### config.mk
export PLATFORM = sky130hd
export DESIGN_NAME = adsr_envelope
export DESIGN_NICKNAME = d
export VERILOG_FILES = /design/src/rtl/adsr_envelope_pkg.sv /design/src/rtl/adsr_envelope_env_scaler.sv /design/src/rtl/adsr_envelope.sv
export SDC_FILE = /design/constraint.sdc
export NUM_CORES = 1
export LEC_CHECK = 0
export ABC_AREA = 1
export CELL_PAD_IN_SITES_DETAIL_PLACEMENT = 1
export CELL_PAD_IN_SITES_GLOBAL_PLACEMENT = 1
export CORE_UTILIZATION = 42
export CTS_CLUSTER_SIZE = 25
export DETAILED_ROUTE_END_ITERATION = 16
export GPL_TIMING_DRIVEN = 1
export MAX_ROUTING_LAYER = met4
export PLACE_DENSITY_LB_ADDON = 0.1
export SYNTH_ARGS = -nofsm -noshare
export SYNTH_HDL_FRONTEND = slang
export SYNTH_SLANG_ARGS = --single-unit
### constraint.sdc
create_clock -name Clock -period 5.5 [get_ports Clock]
set_input_delay 0.55 -clock Clock [delete_from_list [all_inputs] [get_ports Clock]]
set_output_delay 0.55 -clock Clock [all_outputs]
set_load 0.01 [all_outputs]
### src/rtl/adsr_envelope_pkg.sv
// Shared definitions for the ADSR envelope block: stage encodings and default sample depth.
package adsr_envelope_pkg;

    localparam int unsigned WAVE_DEPTH_DEF = 8;

    typedef enum logic [2:0] {
        STAGE_IDLE    = 3'd0,
        STAGE_ATTACK  = 3'd1,
        STAGE_DECAY   = 3'd2,
        STAGE_SUSTAIN = 3'd3,
        STAGE_RELEASE = 3'd4
    } stage_e;

endpackage

### src/rtl/adsr_envelope_env_scaler.sv
// Registered amplitude scaler: WaveIn * Envelope >> WAVE_DEPTH, with full-scale pass-through.
module env_scaler
    import adsr_envelope_pkg::*;
#(
    parameter int unsigned WAVE_DEPTH = WAVE_DEPTH_DEF
) (
    input  logic                  Clock,
    input  logic                  Reset,
    input  logic [WAVE_DEPTH-1:0] WaveIn,
    input  logic [WAVE_DEPTH-1:0] Envelope,
    output logic [WAVE_DEPTH-1:0] WaveOut
);

    logic [2*WAVE_DEPTH-1:0] prod;
    logic [WAVE_DEPTH-1:0]   wave_d;
    logic [WAVE_DEPTH-1:0]   wave_q;

    assign prod = (2*WAVE_DEPTH)'(WaveIn) * (2*WAVE_DEPTH)'(Envelope);

    // Full-scale envelope passes the sample through so 0xFF stays 0xFF rather than 0xFE.
    always_comb begin
        wave_d = prod[2*WAVE_DEPTH-1:WAVE_DEPTH];
        if (Envelope == '1) begin
            wave_d = WaveIn;
        end
    end

    always_ff @(posedge Clock or negedge Reset) begin
        if (!Reset) begin
            wave_q <= '0;
        end else begin
            wave_q <= wave_d;
        end
    end

    assign WaveOut = wave_q;

endmodule

### src/rtl/adsr_envelope.sv
// Gated ADSR envelope generator: prescaler, gate edge detect, stage FSM and
// fixed-point accumulator, followed by a registered amplitude scaler.
module adsr_envelope
    import adsr_envelope_pkg::*;
#(
    parameter int unsigned WAVE_DEPTH = WAVE_DEPTH_DEF,
    parameter int unsigned FRAC_BITS  = 8,
    parameter int unsigned RATE_WIDTH = 8,
    parameter int unsigned TICK_DIV   = 1
) (
    input  logic                  Clock,
    input  logic                  Reset,
    input  logic                  Gate,
    input  logic [RATE_WIDTH-1:0] AttackRate,
    input  logic [RATE_WIDTH-1:0] DecayRate,
    input  logic [WAVE_DEPTH-1:0] SustainLevel,
    input  logic [RATE_WIDTH-1:0] ReleaseRate,
    input  logic [WAVE_DEPTH-1:0] WaveIn,
    output logic [WAVE_DEPTH-1:0] WaveOut,
    output logic [WAVE_DEPTH-1:0] Envelope,
    output logic [2:0]            Stage,
    output logic                  Active
);

    localparam int unsigned ACC_W = WAVE_DEPTH + FRAC_BITS;
    localparam int unsigned CNT_W = (TICK_DIV > 1) ? $clog2(TICK_DIV) : 1;
    localparam logic [CNT_W-1:0] CNT_LAST = CNT_W'(TICK_DIV - 1);
    localparam logic [ACC_W-1:0] ACC_MAX  = {{WAVE_DEPTH{1'b1}}, {FRAC_BITS{1'b0}}};

    stage_e             stage_q, stage_d;
    logic [ACC_W-1:0]   acc_q, acc_d;
    logic [CNT_W-1:0]   cnt_q, cnt_d;
    logic               active_q, active_d;
    logic               gate_q;
    logic               armed_q;

    logic               tick;
    logic               rise;
    logic               fall;
    logic [ACC_W-1:0]   target;
    logic [ACC_W:0]     acc_ext;
    logic [ACC_W:0]     sum_atk;
    logic [ACC_W:0]     dif_dec;
    logic [ACC_W:0]     dif_rel;

    assign tick = (cnt_q == CNT_LAST);
    assign cnt_d = tick ? '0 : cnt_q + CNT_W'(1);

    // armed_q suppresses edge detection on the first clock after reset so a
    // Gate held high across reset release is absorbed without a rise.
    assign rise = armed_q &  Gate & ~gate_q;
    assign fall = armed_q & ~Gate &  gate_q;

    assign target  = {SustainLevel, {FRAC_BITS{1'b0}}};
    assign acc_ext = {1'b0, acc_q};
    assign sum_atk = acc_ext + (ACC_W+1)'(AttackRate);
    assign dif_dec = acc_ext - (ACC_W+1)'(DecayRate);
    assign dif_rel = acc_ext - (ACC_W+1)'(ReleaseRate);

    always_comb begin
        stage_d = stage_q;
        acc_d   = acc_q;
        unique case (stage_q)
            STAGE_IDLE: begin
                acc_d = '0;
                if (rise) begin
                    stage_d = STAGE_ATTACK;
                end
            end
            STAGE_ATTACK: begin
                if (fall) begin
                    stage_d = STAGE_RELEASE;
                end else if (tick) begin
                    if (AttackRate == '0 || sum_atk >= {1'b0, ACC_MAX}) begin
                        acc_d   = ACC_MAX;
                        stage_d = STAGE_DECAY;
                    end else begin
                        acc_d = sum_atk[ACC_W-1:0];
                    end
                end
            end
            STAGE_DECAY: begin
                if (fall) begin
                    stage_d = STAGE_RELEASE;
                end else if (tick) begin
                    if (DecayRate == '0 || dif_dec[ACC_W] || dif_dec[ACC_W-1:0] <= target) begin
                        acc_d   = target;
                        stage_d = STAGE_SUSTAIN;
                    end else begin
                        acc_d = dif_dec[ACC_W-1:0];
                    end
                end
            end
            STAGE_SUSTAIN: begin
                if (fall) begin
                    stage_d = STAGE_RELEASE;
                end else begin
                    acc_d = target;
                end
            end
            STAGE_RELEASE: begin
                if (rise) begin
                    stage_d = STAGE_ATTACK;
                end else if (tick) begin
                    if (ReleaseRate == '0 || dif_rel[ACC_W] || dif_rel[ACC_W-1:0] == '0) begin
                        acc_d   = '0;
                        stage_d = STAGE_IDLE;
                    end else begin
                        acc_d = dif_rel[ACC_W-1:0];
                    end
                end
            end
            default: begin
                acc_d   = '0;
                stage_d = STAGE_IDLE;
            end
        endcase
        active_d = (stage_d != STAGE_IDLE);
    end

    always_ff @(posedge Clock or negedge Reset) begin
        if (!Reset) begin
            stage_q  <= STAGE_IDLE;
            acc_q    <= '0;
            cnt_q    <= '0;
            active_q <= 1'b0;
            gate_q   <= 1'b0;
            armed_q  <= 1'b0;
        end else begin
            stage_q  <= stage_d;
            acc_q    <= acc_d;
            cnt_q    <= cnt_d;
            active_q <= active_d;
            gate_q   <= Gate;
            armed_q  <= 1'b1;
        end
    end

    assign Envelope = acc_q[ACC_W-1 -: WAVE_DEPTH];
    assign Stage    = stage_q;
    assign Active   = active_q;

    env_scaler #(
        .WAVE_DEPTH(WAVE_DEPTH)
    ) u_scaler (
        .Clock    (Clock),
        .Reset    (Reset),
        .WaveIn   (WaveIn),
        .Envelope (Envelope),
        .WaveOut  (WaveOut)
    );

endmodule

==> results.sh <==
export IMPL_outcome="finished, final reports clean"
export IMPL_skew_ps=9.80
export IMPL_final_nets=1238
export IMPL_cp_slowest_cell="clkdlybuf4s50_1"
export IMPL_worstHoldStart="acc_q[0]"
export IMPL_root_buffer="clkbuf_16"
export IMPL_synthToLayoutAreaGrowth_pct=13.1
export IMPL_synth_distinct_cells=48
export IMPL_antenna_cells=0
export IMPL_cp_top_family="adder cells"
export IMPL_multi_input_area_um2=4710
export IMPL_syn_inst=1054
export IMPL_synth_seq_cells=30
export IMPL_crit_fanout=8
export IMPL_cts_inserted_buffers=5
export IMPL_clk_path_buf_depth=2
export IMPL_cts_tree="done"
export IMPL_fin_area_um2=7290
export IMPL_async_flop_share_pct=100
export IMPL_ys_warn_count=0
export IMPL_rows=44
export IMPL_peakVddDrop_mv=0.108
export IMPL_die_x_um=126
export IMPL_fin_tns_setup_ps=0
export IMPL_route_detailed_drc=0
export IMPL_synth_seq_area_share_pct=11.7
export IMPL_crit_path_start_kind="input port"
export IMPL_place_area_um2=7140
export IMPL_grtUsageTotal_pct=29.5
export IMPL_grt_use_met3_pct=2.72
export IMPL_grt_pass1_vias=7107
export IMPL_fin_crit_ps=4750
export IMPL_maxSlewHeadroom_pct=46.3
export IMPL_crit_arrival_ps=4920
export IMPL_hpwl_um=18000
export IMPL_synth_area_leaders="nand2_1, ha_1, fa_1"
export IMPL_hold_viol=0
export IMPL_max_slew_worst_pin_slew_ps=805
export IMPL_cp_end_kind="flip-flop"
export IMPL_cpPeakStageDelay_ps=620
export IMPL_drt_wl_total_um=21700
export IMPL_hold_buffers=0
export IMPL_gr_total_overflow=0
export IMPL_layout_common_cells="nand2_1, inv_1, nand3_1"
export IMPL_p_per_area_nw_per_um2=111
export IMPL_finalCritPeriodShare_pct=86.4
export IMPL_cp_required_ps=5670
export IMPL_drt_initial_drc_count=265
export IMPL_timing_rr_start="acc_q[15]"
export IMPL_vias=6638
export IMPL_die_h_um=126
export IMPL_holdWs_ps=542
export IMPL_reg2reg_slack_ps=840
export IMPL_maxSlewViolCount=0
export IMPL_crit_type="in2reg"
export IMPL_startpoint="WaveIn[0]"
export IMPL_initial_core_util_pct=43.7
export IMPL_hp_class="reg2reg"
export IMPL_ant_nets=0
export IMPL_place_congestion=0.899
export IMPL_synth_edf_count=0
export IMPL_fillers=2054
export IMPL_path_clk_slew_ps=60
export IMPL_grt_pass1_wl_um=35500
export IMPL_cpMostUsedCell="fa_1"
export IMPL_clkLatencyLatePin_ps=290
export IMPL_p_leak_nw=4.36
export IMPL_first_pass_iters=4
export IMPL_cts_sinks=30
export IMPL_core_area_um2=14800
export IMPL_synth_largest_area_cell="nand2_1"
export IMPL_met2_usage_pct=53.3
export IMPL_pin_count=63
export IMPL_crit_chain="clkdlybuf4s50_1, nand2_1, fa_1, fa_1, inv_1, fa_1, fa_1, ha_1, a21oi_1, o21ai_0, inv_1, o21ai_1, nand2_1, nand2_1, a21oi_1, xor2_1, o21ai_1"
export IMPL_viasPerCell=5.20
export IMPL_rsz0062_at_grt="false"
export IMPL_wire_per_inst_um=17.0
export IMPL_yosysTopAreaCellShare_pct=20.3
export IMPL_max_freq_mhz=210
export IMPL_post_cts_resized=0
export IMPL_drive_gt1_share_pct=5.58
export IMPL_htree_levels=2
export IMPL_post_synth_cell_area_avg_um2=6.11
export IMPL_final_core_util_pct=49.4
export IMPL_use_met1_pct=33.1
export IMPL_finalSetupViolCount=0
export IMPL_die_area_um2=15800
export IMPL_mostFrequentLayoutCell="nand2_1"
export IMPL_cp_num_buf_inv=3
export IMPL_grt_max_degree=31
export IMPL_antenna_found_initial=0
export IMPL_seq_area_um2=751
export IMPL_postCtsSetupRepairBufs=0
export IMPL_syn_nets=1200
export IMPL_cap_violations=0
export IMPL_ys_flop_type="dfrtp_1"
export IMPL_grt_busiest_layer="met2"
export IMPL_syn_area_um2=6440
export IMPL_port_buffers=62
Yosys cell counts (3+ instances only):
cell type and n:
clkbuf_1 15, a31oi_1 3, o21ai_0 13, inv_1 192, nand3_2 7, nand3b_1 8, fa_1 38, xnor2_1 4
ha_1 65, a21oi_1 29, nor2_2 10, nand3_1 98, xor2_1 13, buf_2 8, inv_2 5, nor4_1 6
dfrtp_1 30, nor2_1 78, nor3_1 12, or2_1 4, nand2_1 348, nand4_1 15, buf_6 4, buf_4 9
nand2_2 10
cell type report:
class | count | share of cell area [%]
Sequential cell | 30 | 10.3
Tap cell | 184 | 3.16
Multi-Input combinational cell | 784 | 64.7
Clock buffer | 6 | 1.91
Timing Repair Buffer | 71 | 9.44
Clock inverter | 2 | 0.172
Inverter | 200 | 10.3
kinds of logic (layout without fill, tap and decap cells):
logic type               count (synthesis)  after routing  synth area share, %
AND/OR/NAND/NOR                        605            605                 41.1
buffers and inverters                  240            279                 15.2
XOR/XNOR                                17             17                 2.31
other                                    1              1               0.0582
flip-flops                              30             30                 11.7
AO/OA/AOI/OAI                           58             58                 5.24
adder cells (fa/ha/maj)                103            103                 24.4
through the flow:
| stage | cells | worst slack [ps] | total power [mW] |
|---|---|---|---|
| 2_1_floorplan | 1054 | 1250 | 0.407 |
| 6_report | 1277 | 749 | 0.806 |
| 3_5_place_dp | 1269 | 443 | 0.506 |
| 5_1_grt | 1277 | 426 | 0.854 |
| 3_3_place_gp | 1269 | 575 | 0.501 |
| 4_1_cts | 1277 | 729 | 0.810 |
layer usage:
metal  share of wire [%]  vias to the layer above
met5                   0                        -
met4                 4.5                        0
met3                 2.9                       58
met2                  50                      131
met1                  42                     3127
li1                    -                     3322
tightest hold or removal path: stages (launching register included):
cell     delay [ps]
dfrtp_1         390
nand2_1          70
nand2_1          60
path summary, 6_finish.rpt:
check / to / depth (start not counted)
setup / recovery: u_scaler.WaveOut[2] / 17
hold / removal: acc_q[0] / 2
setup reg to reg: u_scaler.WaveOut[2] / 16
hold reg to reg: acc_q[0] / 2
max in group asynchronous: u_scaler.WaveOut[7] / 2
min in group asynchronous: acc_q[2] / 2
flip-flops by register name (all words and copies together) (netlist names):
register          flops
acc_q                16
u_scaler.WaveOut      8
gate_q                1
Active                1
Stage                 3
armed_q               1
power by group:
group          switching [mW]  internal, mW  leakage, nW
registers             0.00783         0.226        0.411
logic                   0.166         0.103         3.88
clock network           0.124         0.180       0.0729
Power figures use the tool's default switching activity.
